`src/rtl/qtable_nexthop_reader.sv`:
```
// qtable_nexthop_reader
//
// Scans the neighbor table through a synchronous-read port after a start
// pulse and selects the eligible neighbor with the highest Q-value. The
// selection is turned into the fields of an outgoing data packet for the
// transmitter.
//
// Ports:
//   clk, nrst            clock (rising edge), asynchronous active-low reset
//   en                   start pulse, honoured only while idle
//   myNodeID/myHops/myEnergy  own node fields, captured at the start edge
//   minEnergy            eligibility threshold (Q2.14), captured at start
//   neighborCount        number of valid entries, clamped to MAX_NEIGHBORS
//   rd_en, rd_addr       table read strobe and index
//   mNeighborID, mHops, mEnergyLeft, mQValue
//                        table read data, valid one cycle after the read
//   pSourceID, pDestID, pHops, pEnergyLeft, pQValue, pPacketType
//                        packet fields, held until the next done pulse
//   noRoute              no eligible neighbor was found in the last scan
//   busy                 scan in progress
//   done                 one-cycle completion pulse
module qtable_nexthop_reader #(
    parameter int          WORD_WIDTH    = 16,
    parameter int          MAX_NEIGHBORS = 32,
    parameter logic [2:0]  DATA_PKT      = 3'b101
) (
    input  logic                              clk,
    input  logic                              nrst,
    input  logic                              en,
    input  logic [WORD_WIDTH-1:0]             myNodeID,
    input  logic [WORD_WIDTH-1:0]             myHops,
    input  logic [WORD_WIDTH-1:0]             myEnergy,
    input  logic [WORD_WIDTH-1:0]             minEnergy,
    input  logic [WORD_WIDTH-1:0]             neighborCount,
    output logic                              rd_en,
    output logic [$clog2(MAX_NEIGHBORS)-1:0]  rd_addr,
    input  logic [WORD_WIDTH-1:0]             mNeighborID,
    input  logic [WORD_WIDTH-1:0]             mHops,
    input  logic [WORD_WIDTH-1:0]             mEnergyLeft,
    input  logic [WORD_WIDTH-1:0]             mQValue,
    output logic [WORD_WIDTH-1:0]             pSourceID,
    output logic [WORD_WIDTH-1:0]             pDestID,
    output logic [WORD_WIDTH-1:0]             pHops,
    output logic [WORD_WIDTH-1:0]             pEnergyLeft,
    output logic [WORD_WIDTH-1:0]             pQValue,
    output logic [2:0]                        pPacketType,
    output logic                              noRoute,
    output logic                              busy,
    output logic                              done
);

    localparam int IDX_W = $clog2(MAX_NEIGHBORS);
    localparam logic [WORD_WIDTH-1:0] MAX_N = WORD_WIDTH'(MAX_NEIGHBORS);
    localparam logic [IDX_W-1:0] LAST_IDX = IDX_W'(MAX_NEIGHBORS - 1);

    typedef enum logic [1:0] {
        IDLE  = 2'd0,
        READ  = 2'd1,
        DRAIN = 2'd2,
        DONE  = 2'd3
    } state_t;

    state_t state, stateNext;

    logic                  rdEnNext;
    logic [IDX_W-1:0]      rdAddrNext;
    logic                  startScan;
    logic                  finishScan;

    logic [IDX_W-1:0]      lastAddr;
    logic [WORD_WIDTH-1:0] countMinusOne;
    logic [IDX_W-1:0]      lastAddrStart;

    logic                  cmpValid;
    logic                  found;
    logic [WORD_WIDTH-1:0] bestId;
    logic [WORD_WIDTH-1:0] bestQ;
    logic [WORD_WIDTH-1:0] bestHops;

    logic [WORD_WIDTH-1:0] minEnergyQ;
    logic [WORD_WIDTH-1:0] myNodeIdQ;
    logic [WORD_WIDTH-1:0] myHopsQ;
    logic [WORD_WIDTH-1:0] myEnergyQ;

    logic                  eligible;
    logic                  better;

    // Index of the last entry to read; counts above the table depth are
    // clamped so the scan never runs past the end of the memory.
    assign countMinusOne = neighborCount - 1'b1;
    assign lastAddrStart = (neighborCount >= MAX_N) ? LAST_IDX
                                                    : countMinusOne[IDX_W-1:0];

    // Strict comparisons mean an equal entry seen later never displaces the
    // earlier one, which gives the lower index the win on a full tie.
    assign eligible = (mEnergyLeft >= minEnergy_sel());
    assign better   = !found || (mQValue > bestQ) ||
                      ((mQValue == bestQ) && (mHops < bestHops));

    function automatic logic [WORD_WIDTH-1:0] minEnergy_sel();
        return minEnergyQ;
    endfunction

    assign busy = (state != IDLE);

    // State register.
    always_ff @(posedge clk or negedge nrst) begin
        if (!nrst) begin
            state <= IDLE;
        end else begin
            state <= stateNext;
        end
    end

    // Next-state and read-port sequencing. A start request is refused in the
    // cycle done is high so a held en cannot chain straight into a new scan.
    always_comb begin
        stateNext  = state;
        rdEnNext   = 1'b0;
        rdAddrNext = rd_addr;
        startScan  = 1'b0;
        finishScan = 1'b0;
        case (state)
            IDLE: begin
                if (en && !done) begin
                    startScan  = 1'b1;
                    rdAddrNext = '0;
                    if (neighborCount == '0) begin
                        stateNext = DRAIN;
                    end else begin
                        stateNext = READ;
                        rdEnNext  = 1'b1;
                    end
                end
            end
            READ: begin
                if (rd_addr == lastAddr) begin
                    stateNext = DRAIN;
                end else begin
                    rdEnNext   = 1'b1;
                    rdAddrNext = rd_addr + 1'b1;
                end
            end
            DRAIN: begin
                stateNext = DONE;
            end
            DONE: begin
                stateNext  = IDLE;
                finishScan = 1'b1;
            end
            default: begin
                stateNext = IDLE;
            end
        endcase
    end

    // Read port registers; cmpValid marks the cycle in which the returned
    // data belongs to a read issued by this scan.
    always_ff @(posedge clk or negedge nrst) begin
        if (!nrst) begin
            rd_en    <= 1'b0;
            rd_addr  <= '0;
            cmpValid <= 1'b0;
        end else begin
            rd_en    <= rdEnNext;
            rd_addr  <= rdAddrNext;
            cmpValid <= rd_en;
        end
    end

    // Input capture at the start edge and best-candidate tracking. The found
    // flag, not a zero Q-value, distinguishes "no candidate yet".
    always_ff @(posedge clk or negedge nrst) begin
        if (!nrst) begin
            lastAddr   <= '0;
            minEnergyQ <= '0;
            myNodeIdQ  <= '0;
            myHopsQ    <= '0;
            myEnergyQ  <= '0;
            found      <= 1'b0;
            bestId     <= '0;
            bestQ      <= '0;
            bestHops   <= '0;
        end else if (startScan) begin
            lastAddr   <= lastAddrStart;
            minEnergyQ <= minEnergy;
            myNodeIdQ  <= myNodeID;
            myHopsQ    <= myHops;
            myEnergyQ  <= myEnergy;
            found      <= 1'b0;
            bestId     <= '0;
            bestQ      <= '0;
            bestHops   <= '0;
        end else if (cmpValid && eligible && better) begin
            found      <= 1'b1;
            bestId     <= mNeighborID;
            bestQ      <= mQValue;
            bestHops   <= mHops;
        end
    end

    // Packet registers load once per scan and hold until the next done.
    always_ff @(posedge clk or negedge nrst) begin
        if (!nrst) begin
            done        <= 1'b0;
            noRoute     <= 1'b0;
            pSourceID   <= '0;
            pDestID     <= '0;
            pHops       <= '0;
            pEnergyLeft <= '0;
            pQValue     <= '0;
            pPacketType <= '0;
        end else begin
            done <= finishScan;
            if (finishScan) begin
                pSourceID   <= myNodeIdQ;
                pHops       <= (myHopsQ == '1) ? '1 : myHopsQ + 1'b1;
                pEnergyLeft <= myEnergyQ;
                pPacketType <= DATA_PKT;
                noRoute     <= !found;
                pDestID     <= found ? bestId : '1;
                pQValue     <= found ? bestQ : '0;
            end
        end
    end

endmodule

```
`config.mk`:
```
export PLATFORM = sky130hd
export DESIGN_NAME = qtable_nexthop_reader
export DESIGN_NICKNAME = d
export VERILOG_FILES = /design/src/rtl/qtable_nexthop_reader.sv
export SDC_FILE = /design/constraint.sdc
export NUM_CORES = 1
export LEC_CHECK = 0
export CAP_MARGIN = 30
export CELL_PAD_IN_SITES_DETAIL_PLACEMENT = 2
export CELL_PAD_IN_SITES_GLOBAL_PLACEMENT = 2
export CORE_UTILIZATION = 30
export CTS_BUF_LIST = sky130_fd_sc_hd__clkbuf_4 sky130_fd_sc_hd__clkbuf_8 sky130_fd_sc_hd__clkbuf_16
export DETAILED_ROUTE_END_ITERATION = 10
export HOLD_SLACK_MARGIN = 0.02
export PLACE_DENSITY = 0.8
export SETUP_SLACK_MARGIN = 0.15
export SLEW_MARGIN = 20
export SYNTH_ARGS = -nofsm -noshare
export SYNTH_HDL_FRONTEND = slang
export SYNTH_SLANG_ARGS = --single-unit
```
`constraint.sdc`:
```
create_clock -name clk -period 3.09 [get_ports clk]
set_input_delay 0.618 -clock clk [delete_from_list [all_inputs] [get_ports clk]]
set_output_delay 0.618 -clock clk [all_outputs]
set_load 0.005 [all_outputs]
```
======== Word level (Yosys, flattened, before mapping) ========
Index checks and enable logic that the tools add are counted.
word-level totals
  bits in registers ....................... 210
  input port bits ......................... 147
cells by class
  add/subtract/negate cells ............... 3
  order comparisons ....................... 4
  equality and inequality tests ........... 9
  muxes and demuxes ....................... 26
  reduce and logical (&&, ||, !) cells .... 15
operator list
  cell                                                                                  number
  16-bit two-way mux                                                                    9
  16-bit by 1-bit adder with 16-bit output, second input constant                       1
  16-bit equality test                                                                  1
  16-bit equality test, second input constant                                           1
  16-bit greater-or-equal comparator                                                    1
  16-bit by 6-bit greater-or-equal comparator with 1-bit output, second input constant  1
  16-bit > comparator                                                                   1
  16-bit logical NOT                                                                    1
  16-bit < comparator                                                                   1
  5-bit two-way mux                                                                     3
  5-bit one-hot mux with 2 select lines                                                 1
  1-bit two-way mux                                                                     8
  2-bit one-hot mux with 4 select lines                                                 1
  2-bit two-way mux                                                                     3
  2-bit inequality test, second input constant                                          3
  2-bit nonzero test                                                                    3
  5-bit by 1-bit adder with 5-bit output, second input constant                         1
  5-bit equality test                                                                   1
  5-bit by 1-bit subtractor with 5-bit output, second input constant                    1
  2-bit equality test, second input constant                                            2
  1-bit logical AND                                                                     4
  3-bit AND reduction                                                                   1
  2-bit by 1-bit equality test with 1-bit output, second input constant                 1
  1-bit logical NOT                                                                     2
  4 further kinds                                                                       5

======== Depth between registers and ports, before layout ========
Gate-level depths: netlist (run 1).
  depth after elaboration ................. 6
  depth in mapped cells ................... 11
  mapped depth without buffers ............ 9

======== Least setup slack after synthesis (run 1) ========
Ideal clock, no wire load.
  kind .................................... input to register
  start ................................... in mQValue[14]
  end ..................................... reg bestId[10]
  library setup time ...................... 0.136 ns
  data arrival time ....................... 2.499 ns
  data required time ...................... 2.954 ns
  setup slack ............................. 0.455 ns
  cell stages on the path ................. 10
  buffers on the path ..................... 2
  cells stage by stage .................... ha_1 nand4_2 nor4_4 o211ai_1 a32o_1 o221a_2 buf_6 buf_6 o21ai_0 a21oi_1
on the way
  longest elaborated chain between the ends .. 5
  elaborated cells on any way between the ends .. 7
ends and longest elaborated chain
  what                                                                line    text
  from (decl)                                                         40      input logic [WORD_WIDTH-1:0] mQValue,
  16-bit > comparator / 16-bit equality test (equally long branches)  97, 98
  1-bit logical OR / 1-bit logical AND (equally long branches)        97, 98
  1-bit logical OR *                                                  97      assign better = !found || (mQValue > bestQ) ||
  1-bit logical AND *                                                 194     end else if (cmpValid && eligible && better) begin
  2-bit nonzero test (no line) *                                      -
  to (signal assigned)                                                196     bestId <= mNeighborID;
  to (decl)                                                           76      logic [WORD_WIDTH-1:0] bestId;
Mark *: on every way between the ends. The rest lies on a longest branch, timed or not.
A chain may end at the register's enable or synchronous reset.

======== Worst setup path after layout (run 1) ========
  start ................................... in mQValue[7]
  end ..................................... reg bestHops[3]
on the way
  longest elaborated chain between the ends .. 5
  elaborated cells on any way between the ends .. 7
ends and longest elaborated chain
  what                                                                line    text
  16-bit > comparator / 16-bit equality test (equally long branches)  97, 98
  1-bit logical OR / 1-bit logical AND (equally long branches)        97, 98
  1-bit logical OR *                                                  97
  1-bit logical AND *                                                 194
  2-bit nonzero test (no line) *                                      -
  to (signal assigned)                                                198     bestHops <= mHops;
  to (decl)                                                           78      logic [WORD_WIDTH-1:0] bestHops;
Marks and branches as above.

==> results of run 1 <==
==> power by group through the flow <==
stage	registers, W	logic, W	clock network [W]
after floorplan	0.00470	0.00309	0
after global placement	0.00482	0.00541	0
after detailed placement	0.00492	0.00574	0
after CTS	0.00490	0.00583	0.00307
final	0.00488	0.00567	0.00298
after global routing	0.00504	0.00635	0.00316
==> cell type report <==
type	count	area (sq um)
clock inverters	8	42.5
multi-input cells	677	4080
well taps	442	553
inverters	91	342
fillers	3454	18700
clock buffers	38	796
flip-flops and latches	210	5260
repair buffers	268	2740
diodes	1	2.50
==> layout by cell type (no fill, tap or decap), types with 4 or more instances in the layout <==
| cell type | n |
|---|---|
| a21o_1 | 10 |
| buf_12 | 10 |
| nand2b_1 | 4 |
| o21ai_0 | 76 |
| dfrtp_1 | 210 |
| nor3_1 | 5 |
| nor2_1 | 46 |
| clkbuf_8 | 6 |
| mux2_2 | 34 |
| nand4_1 | 10 |
| mux2i_1 | 5 |
| ha_1 | 53 |
| inv_1 | 91 |
| xnor2_1 | 10 |
| clkbuf_4 | 5 |
| o21ai_1 | 14 |
| clkinv_2 | 7 |
| a21oi_1 | 74 |
| nand3_1 | 84 |
| clkdlybuf4s50_1 | 236 |
| a31oi_1 | 17 |
| xor2_1 | 10 |
| clkbuf_16 | 27 |
| nand2_1 | 180 |
| buf_4 | 21 |
==> logic make-up (layout without fill, tap and decap cells) <==
group                    after synthesis  after routing
adder cells (fa/ha/maj)               54             54
flip-flops                           210            210
AO/OA/AOI/OAI                        219            219
buffers and inverters                153            405
other                                  1              2
multiplexers                          39             39
AND/OR/NAND/NOR                      344            344
XOR/XNOR                              20             20
==> worst max-delay path, stage by stage <==
cell	delay, ns
clkdlybuf4s50_1	0.46
ha_1	0.34
nand4_1	0.22
nor4_4	0.34
o211ai_1	0.13
a32o_1	0.26
o221a_2	0.28
buf_4	0.19
o21ai_0	0.23
a21oi_1	0.10
==> layer usage <==
layer | vias to the layer above | GRT usage (%) | part of all wire (%)
li1 | 3954 | - | -
met1 | 4222 | 23.0 | 40
met2 | 193 | 36.1 | 51
met3 | 58 | 4.26 | 5.0
met4 | 2 | 6.10 | 3.1
met5 | - | 0 | 0.040
==> path summary, 6_finish.rpt <==
check                                          start                   endpoint  depth (start not counted)
worst max-delay path                      mQValue[7]    bestHops[3]$_DFFE_PN0P_                         10
worst min-delay path                            nrst  minEnergyQ[4]$_DFFE_PN0P_                          1
worst max register to register  bestQ[7]$_DFFE_PN0P_    bestHops[3]$_DFFE_PN0P_                         10
worst min register to register       rd_en$_DFF_PN0_         cmpValid$_DFF_PN0_                          0
max in group asynchronous                       nrst  myEnergyQ[13]$_DFFE_PN0P_                          2
min in group clk                     rd_en$_DFF_PN0_         cmpValid$_DFF_PN0_                          0
==> Yosys cell counts (all sizes together), types with 4 or more instances <==
cell and instances:
dfrtp 210, nand2 181, inv 91, o21ai 90
nand3 84, a21oi 74, ha 54, clkbuf 49
nor2 46, mux2 34, a31oi 17, buf 13
nand4 11, a21o 10, xnor2 10, xor2 10
mux2i 5, nor3 5, nand2b 4, o31ai 4
==> through the flow <==
stage	hold slack, ns	setup slack, ns	utilization (%)	power [W]
floorplan	0.322	0.455	-	0.00779
global placement	0.372	-0.107	39.8	0.0102
detailed placement	0.378	-0.221	39.8	0.0107
CTS	0.112	0.309	42.4	0.0138
global route	0.136	0.190	42.4	0.0145
finish	0.103	0.314	42.4	0.0135
==> results.json, run 1 <==
{
  "result_of_the_run": "finished, final reports clean",
  "setup_violations": 0,
  "grt_setup_unrepaired": "no",
  "power_frac_seq_pct": 36.0,
  "seq_area_frac_synth_pct": 53.0,
  "stdcell_count": 1735,
  "hold_buffers": 0,
  "floorplan.rows": 66,
  "post_dp_cell_area_sq_um": 13000,
  "synth.ff_latch_count": 210,
  "cts_max_level": 1,
  "synthesis.area_per_instance_sq_um": 9.54,
  "power_per_cell_area_nw_per_um2": 981,
  "share_comb_of_total_power_pct": 41.9,
  "synthToLayoutAreaGrowth_pct": 39.2,
  "port_buffers": 237,
  "mux_cell_area_share_after_synthesis_pct": 4.37,
  "detail_route.iter0.violations": 276,
  "power.switching_w": 0.00498,
  "numClockSinks": 210,
  "grt_pass1_vias": 9586,
  "area_of_the_die_sq_um": 33800,
  "syn_nets": 1241,
  "cp_data_required_time_ns": 3.49,
  "timing_worst_slew_pin_value_ns": 0.682,
  "wl_per_cell_microns": 18.9,
  "place.detailed.hpwl_mm": 23.0,
  "yosys_warnings": 0,
  "combinational_family_with_the_most_area_after_synthesis": "simple AND/OR/NAND/NOR gates",
  "layout-drive-gt1-share_pct": 9.75,
  "max-clock-path-buffers": 3,
  "die_h_microns": 184,
  "grt-ovfl-total": 0,
  "switching_share_pct": 36.8,
  "post_cts_resized": 0,
  "drt.antenna.violating_nets": 0,
  "wire_length_of_the_first_global_routing_pass_mm": 52.6,
  "synth_top_area_cell": "dfrtp_1",
  "setup.reg_to_reg.worst_slack_ns": 0.44,
  "worstSetupStartpointType": "input port",
  "synth_xor_area_share_pct": 1.77,
  "timing.critical_path.fanout_max": 11,
  "clkLatencyLatePin_ns": 0.53,
  "ios": 239,
  "antenna_violations_before_repair": 2,
  "clock_power_share_pct": 22.0,
  "asyncSetResetFlopFracSynth_pct": 100,
  "drt_wl_total_mm": 32.8,
  "arrival_ns": 3.17,
  "cts-buffers-inserted": 26,
  "vias": 8429,
  "synth_enable_flop_cells": 0,
  "power_leakage_nw": 6.09,
  "avgViaCountPerCell": 4.86,
  "timing.setup.tns_ns": 0,
  "count_of_unresolved_drc_violations_after_routing": 0,
  "ir_worst_vdd_mv": 0.385,
  "post_layout_min_period_ns": 2.78,
  "fin_skew_ns": 0.00950,
  "cts.reportedPaths.clkPinSlew_ns": 0.06,
  "netlist_instances": 1040,
  "synth-compound-area-share_pct": 12.6,
  "area_fraction_in_and_or_nand_and_nor_cells_after_synthesis_pct": 15.1,
  "grt_start_max_net_pins": 83,
  "post-cts-setup-buffer-count": 0,
  "final.period_utilization_pct": 89.8,
  "hold_path_class": "input port to async pin",
  "max-cap-violations": 0,
  "tritoncts": "built",
  "internal_power_w": 0.00855,
  "endpoint_kind": "flop",
  "place_congestion": 0.757,
  "hold_violation_count_in_the_final_report": 0,
  "track_usage_pct": 19.8,
  "maxSlewViolCount": 0,
  "ys.flop_type": "dfrtp_1",
  "layout.cell_area.non_filler_sq_um": 13800,
  "post_synth_num_cell_types": 53,
  "syn_area_sq_um": 9920,
  "fmax_mhz": 360,
  "die_width_microns": 184,
  "ys_top_cells_by_area": "dfrtp_1 (53%), nand2_1 (6.9%), ha_1 (6.8%)",
  "floorplan.initialDensity_pct": 30.5,
  "type_of_the_worst_setup_path": "input port to flop",
  "num-nets-final": 1475,
  "placed_cells_incl_taps": 1688,
  "netlist.area_leader.share_pct": 53.0,
  "max-slew-margin-rel_pct": 54.5,
  "dr.pass1.iters": 6,
  "clock_tree.root_cell": "clkbuf_16",
  "floorplan.core_area_sq_um": 32500,
  "yosys.area_share.adder_pct": 6.81
}
Note: power is estimated with default switching activity, not from simulation.
==> run 2, diff against run 1 <==
--- a/config.mk
+++ b/config.mk
@@ -5,14 +5,15 @@
 export SDC_FILE = /design/constraint.sdc
 export NUM_CORES = 1
 export LEC_CHECK = 0
-export CAP_MARGIN = 30
+export ABC_AREA = 1
+export CAP_MARGIN = 20
 export CELL_PAD_IN_SITES_DETAIL_PLACEMENT = 2
 export CELL_PAD_IN_SITES_GLOBAL_PLACEMENT = 2
-export CORE_UTILIZATION = 30
+export CORE_UTILIZATION = 29
 export CTS_BUF_LIST = sky130_fd_sc_hd__clkbuf_4 sky130_fd_sc_hd__clkbuf_8 sky130_fd_sc_hd__clkbuf_16
 export DETAILED_ROUTE_END_ITERATION = 10
 export HOLD_SLACK_MARGIN = 0.02
-export PLACE_DENSITY = 0.8
+export PLACE_DENSITY = 0.79
 export SETUP_SLACK_MARGIN = 0.15
 export SLEW_MARGIN = 20
 export SYNTH_ARGS = -nofsm -noshare
==> results.json, run 2 <==
{
  "cp_cell_sequence": "inv_1 > ha_1 > inv_2 > clkdlybuf4s50_1",
  "fin_skew_ns": 0.00931,
  "ir_worst_vdd_mv": 0.384,
  "stdcell_count": 1902,
  "post-cts-setup-buffer-count": 0,
  "hold_violation_count_in_the_final_report": 0,
  "cts-buffers-inserted": 26,
  "ys.flop_type": "dfrtp_1",
  "maxSlewViolCount": 0,
  "grt-ovfl-total": 0,
  "timing_worst_slew_pin_value_ns": 0.895,
  "netlist_instances": 1199,
  "regToRegEndpoint": "bestQ[11]$_DFFE_PN0P_",
  "hold_buffers": 0,
  "final.period_utilization_pct": 85.2,
  "max-cap-violations": 0,
  "slowest_stage": "clkdlybuf4s50_1",
  "grt_pass1_vias": 10200,
  "result_of_the_run": "finished, final reports clean",
  "arrival_ns": 2.02,
  "syn_area_sq_um": 10200,
  "placed_cells_incl_taps": 1849,
  "clock_tree.root_cell": "clkbuf_16",
  "synth_enable_flop_cells": 0,
  "grt_setup_unrepaired": "no",
  "crit_path_max_incr_delay_ns": 0.53,
  "floorplan.core_area_sq_um": 34500,
  "post_synth_num_cell_types": 38,
  "r2r_cells": 13,
  "timing.critical_path.fanout_max": 4,
  "hold_worst_slack_ns": 0.0502,
  "endpoint_kind": "output pin",
  "asyncSetResetFlopFracSynth_pct": 100,
  "max-slew-margin-rel_pct": 40.4,
  "count_of_unresolved_drc_violations_after_routing": 0,
  "netlist.area_leader.share_pct": 51.7,
  "track_usage_pct": 19.5,
  "avgViaCountPerCell": 4.79,
  "dr.pass1.iters": 4,
  "cp_data_required_time_ns": 2.47,
  "type_of_the_worst_setup_path": "flop to output pin",
  "wire_length_of_the_first_global_routing_pass_mm": 55.5,
  "ys_top_cells_by_area": "dfrtp_1 (52%), nand2_1 (17%), ha_1 (6.6%)",
  "antenna_violations_before_repair": 6,
  "port_buffers": 237,
  "layout.cells.most_common_list": "nand2_1 (450), clkdlybuf4s50_1 (236), dfrtp_1 (210), inv_1 (99), nand3_1 (69)",
  "area_of_the_die_sq_um": 35800,
  "die_width_microns": 189,
  "clkLatencyLatePin_ns": 0.54,
  "synth.ff_latch_count": 210,
  "synthToLayoutAreaGrowth_pct": 37.7,
  "drt_wl_total_mm": 34.3,
  "cts.reportedPaths.clkPinSlew_ns": 0.06,
  "post_cts_resized": 0,
  "place_congestion": 0.813,
  "post_layout_min_period_ns": 2.63,
  "setup_violations": 0,
  "setup.reg_to_reg.worst_slack_ns": 0.61,
  "hold_path_class": "input port to async pin",
  "layout-drive-gt1-share_pct": 7.56,
  "synth_top_area_cell": "dfrtp_1",
  "synth_top_cells_by_count": "nand2_1 (450), dfrtp_1 (210), inv_1 (99)",
  "die_h_microns": 189,
  "drt.antenna.violating_nets": 0,
  "max-clock-path-buffers": 3,
  "final_power_w": 0.0132,
  "power_leakage_nw": 6.79,
  "vias": 9104,
  "ios": 239,
  "grt_start_max_net_pins": 97,
  "power_per_cell_area_nw_per_um2": 944,
  "place.detailed.hpwl_mm": 24.1,
  "yosys_warnings": 0,
  "num-nets-final": 1623,
  "wl_per_cell_microns": 18.0,
  "syn_nets": 1400,
  "cts_max_level": 1,
  "seq_area_frac_synth_pct": 51.7,
  "tritoncts": "built",
  "final_common_cell": "nand2_1",
  "fmax_mhz": 380,
  "detail_route.iter0.violations": 391,
  "fill_cells": 3850,
  "synthesis.area_per_instance_sq_um": 8.47,
  "synthMostInstantiatedCell": "nand2_1",
  "numClockSinks": 210,
  "worstSetupStartpointType": "flop",
  "timing.setup.tns_ns": 0,
  "floorplan.rows": 68,
  "floorplan.initialDensity_pct": 29.4,
  "reg2reg_from": "bestQ[11]$_DFFE_PN0P_"
}
-- run 2: cell types whose count changed after synthesis, sizes merged, moves of 6 or more --
cell,change
buf,+15
a21o,-9
xnor2,-7
mux2,-34
a31oi,-14
a21oi,-42
o21ai,-33
clkbuf,-16
nand3,+6
nand2,+270
inv,+13
nand4,+39
-- run 2: through the flow --
stage                     cell area (sq um)  worst slack (ns)  util (%)
after global routing                  14000             0.310      40.5
after global placement                13100            0.0780      37.8
after detailed placement              13100           -0.0365      37.8
after CTS                             14000             0.404      40.5
final                                 14000             0.457      40.5
after floorplan                       10200              1.00         -
-- run 2: cell families (layout without fill, tap and decap cells) --
kind of cell | count (synthesis) | after routing | share of synthesized area, %
flops | 210 | 210 | 51.7
other cells | 1 | 6 | 0.0369
fa+ha+maj | 54 | 54 | 6.65
buf+inv | 165 | 408 | 6.80
simple gates | 655 | 655 | 28.2
xor+xnor | 15 | 15 | 1.29
compound gates | 99 | 99 | 5.30
-- run 2: final cells by class --
| type | instances | area (sq um) | share of cell area (%) |
|---|---|---|---|
| Multi-Input combinational cell | 824 | 4240 | 30.3 |
| Inverter | 104 | 393 | 2.81 |
| Timing Repair Buffer | 256 | 2610 | 18.6 |
| Clock buffer | 38 | 815 | 5.82 |
| Antenna cell | 5 | 12.5 | 0.0894 |
| Tap cell | 455 | 569 | 4.07 |
| Sequential cell | 210 | 5260 | 37.6 |
| Clock inverter | 10 | 104 | 0.742 |
-- run 2: how the worst max path moves through the flow --
stage                                     from  slack, ns                  endpoint  cells past startpoint
final                     state[0]$_DFFE_PN0P_       0.46                      busy                      4
after global routing               mQValue[11]       0.31      bestQ[1]$_DFFE_PN0P_                     13
after CTS                 state[0]$_DFFE_PN0P_       0.40                      busy                      4
after detailed placement            mQValue[7]      -0.04  bestHops[12]$_DFFE_PN0P_                     13
after global placement              mQValue[7]       0.08   bestHops[6]$_DFFE_PN0P_                     13
after floorplan                    mQValue[15]       1.00    bestId[14]$_DFFE_PN0P_                     14
-- run 2: routing by layer --
layer	routed length (microns)	track usage, %
met5	0	0
met4	1060	7.66
met3	1610	3.54
met2	17200	34.8
met1	14400	23.1
-- run 2: report_power, final --
group          switching (W)  internal (W)
sequential          0.000757       0.00393
combinational        0.00305       0.00226
clock                0.00124       0.00199
total                0.00504       0.00817
-- run 2: critical path: cells and delay by family, from the launching register on --
| family | cells | cell delay, ns |
|---|---|---|
| buf+inv | 3 | 0.76 |
| fa+ha+maj | 1 | 0.26 |
| flops | 1 | 0.46 |
==> run 3, diff against run 2 <==
--- a/config.mk
+++ b/config.mk
@@ -9,11 +9,12 @@
 export CAP_MARGIN = 20
 export CELL_PAD_IN_SITES_DETAIL_PLACEMENT = 2
 export CELL_PAD_IN_SITES_GLOBAL_PLACEMENT = 2
-export CORE_UTILIZATION = 29
+export CORE_UTILIZATION = 30
 export CTS_BUF_LIST = sky130_fd_sc_hd__clkbuf_4 sky130_fd_sc_hd__clkbuf_8 sky130_fd_sc_hd__clkbuf_16
 export DETAILED_ROUTE_END_ITERATION = 10
+export DONT_BUFFER_PORTS = 1
 export HOLD_SLACK_MARGIN = 0.02
-export PLACE_DENSITY = 0.79
+export PLACE_DENSITY = 0.66
 export SETUP_SLACK_MARGIN = 0.15
 export SLEW_MARGIN = 20
 export SYNTH_ARGS = -nofsm -noshare
==> results.json, run 3 (synthesized netlist as in run 2, its figures left out) <==
{
  "place_congestion": 0.743,
  "max-clock-path-buffers": 3,
  "setup_violations": 0,
  "max-cap-violations": 0,
  "fill_cells": 3747,
  "avgViaCountPerCell": 4.86,
  "die_h_microns": 186,
  "placed_cells_incl_taps": 1600,
  "met3_usage_pct": 6.73,
  "wl_per_cell_microns": 18.2,
  "clkLatencyLatePin_ns": 0.53,
  "ff_latch_area_sq_um": 5260,
  "wire_length_of_the_first_global_routing_pass_mm": 47.5,
  "place.detailed.hpwl_mm": 20.4,
  "dr.pass1.iters": 4,
  "floorplan.core_area_sq_um": 33400,
  "die_width_microns": 186,
  "floorplan.rows": 67,
  "post_cts_resized": 0,
  "multiInputGateArea_sq_um": 4240,
  "endpoint_kind": "flop",
  "drt.antenna.violating_nets": 0,
  "arrival_ns": 2.80,
  "track_usage_pct": 17.4,
  "clock_tree.root_cell": "clkbuf_16",
  "grt_pass1_vias": 8749,
  "final.period_utilization_pct": 75.8,
  "tritoncts": "built",
  "post-cts-setup-buffer-count": 0,
  "hold_path_class": "input port to async pin",
  "drt_wl_total_mm": 30.0,
  "detail_route.iter0.violations": 257,
  "cts_max_level": 1,
  "result_of_the_run": "finished with violations",
  "timing.setup.tns_ns": 0,
  "area_of_the_die_sq_um": 34600,
  "port_buffers": 0,
  "fin_skew_ns": 0.00910,
  "ir_worst_vdd_mv": 0.383,
  "timing_worst_slew_pin_value_ns": 0.642,
  "grt-ovfl-total": 0,
  "numClockSinks": 210,
  "hold_violation_count_in_the_final_report": 210,
  "layout.cells.most_common_list": "nand2_1 (450), dfrtp_1 (210), inv_1 (99), nand3_1 (69), o21ai_0 (57)",
  "stdcell_count": 1648,
  "fmax_mhz": 427,
  "worstSetupStartpointType": "flop",
  "post_layout_min_period_ns": 2.34,
  "power_leakage_nw": 5.81,
  "regToRegEndpoint": "bestHops[3]$_DFFE_PN0P_",
  "failed_checks": "negative hold slack",
  "insertedDiodeCount": 0,
  "num-nets-final": 1382,
  "grt_most_used_layer": "met2",
  "cts-buffers-inserted": 27,
  "cts.reportedPaths.clkPinSlew_ns": 0.05,
  "count_of_unresolved_drc_violations_after_routing": 0,
  "final_common_cell": "nand2_1",
  "grt_start_max_net_pins": 211,
  "ios": 239,
  "antenna_violations_before_repair": 0,
  "synthToLayoutAreaGrowth_pct": 12.9,
  "vias": 8012,
  "grtUsageMet2_pct": 28.9,
  "layout-drive-gt1-share_pct": 8.58,
  "timing.critical_path.fanout_max": 48,
  "reg2reg_from": "bestQ[11]$_DFFE_PN0P_",
  "cp_data_required_time_ns": 3.55,
  "setup.reg_to_reg.worst_slack_ns": 0.75,
  "max-slew-margin-rel_pct": 57.2,
  "r2r_cells": 13,
  "global_route.usage.met1_pct": 21.4,
  "floorplan.initialDensity_pct": 30.4,
  "power_per_cell_area_nw_per_um2": 1020,
  "type_of_the_worst_setup_path": "flop to flop",
  "grt_setup_unrepaired": "no",
  "maxSlewViolCount": 0,
  "hold_worst_slack_ns": -0.202
}
==> run 3: final cells by class <==
type,instances,area share [%]
flip-flops and latches,210,45.8
multi-input cells,824,36.9
clock buffers,46,7.41
well taps,448,4.89
inverters,104,3.42
repair buffers,14,1.46
clock inverters,2,0.0873
==> run 3: how the worst max path moves through the flow <==
stage | from | to | slack (ns)
6_report | bestQ[11]$_DFFE_PN0P_ | bestHops[3]$_DFFE_PN0P_ | 0.75
5_1_grt | bestQ[11]$_DFFE_PN0P_ | bestHops[3]$_DFFE_PN0P_ | 0.43
4_1_cts | bestQ[7]$_DFFE_PN0P_ | bestHops[3]$_DFFE_PN0P_ | 0.70
3_5_place_dp | mQValue[7] | bestHops[3]$_DFFE_PN0P_ | 0.49
3_3_place_gp | mQValue[7] | bestId[15]$_DFFE_PN0P_ | 0.59
2_1_floorplan | mQValue[15] | bestId[14]$_DFFE_PN0P_ | 1.00
==> run 3: per-layer routing <==
layer | up-vias | share of wire, %
li1 | 3811 | -
met1 | 3984 | 42
met2 | 192 | 47
met3 | 25 | 9.5
met4 | 0 | 1.3
met5 | - | 0
==> run 3: critical path, stage by stage, from the launching register on <==
cell and delay, ns:
dfrtp_1 0.39, inv_1 0.06, ha_1 0.31, nand2_1 0.06
nor2_1 0.15, nand3b_1 0.09, nor2_1 0.14, inv_1 0.06
nand2_1 0.09, nand3_2 0.24, nand2_2 0.17, buf_12 0.28
nand3_1 0.14, nand2_1 0.08
==> run 3: per-stage QoR <==
step,area (sq um),total power (W),setup slack [ns],util [%]
6_report,11500,0.0117,0.748,34.3
5_1_grt,11500,0.0128,0.433,34.3
4_1_cts,11500,0.0120,0.695,34.3
3_5_place_dp,10600,0.00884,0.494,31.7
3_3_place_gp,10600,0.00862,0.590,31.7
2_1_floorplan,10200,0.00747,1.00,-
==> run 3: where the power goes <==
group / internal [W] / switching, W / total, W
clock network: 0.00185 / 0.00120 / 0.00305
registers: 0.00393 / 0.000918 / 0.00485
logic: 0.00129 / 0.00252 / 0.00382
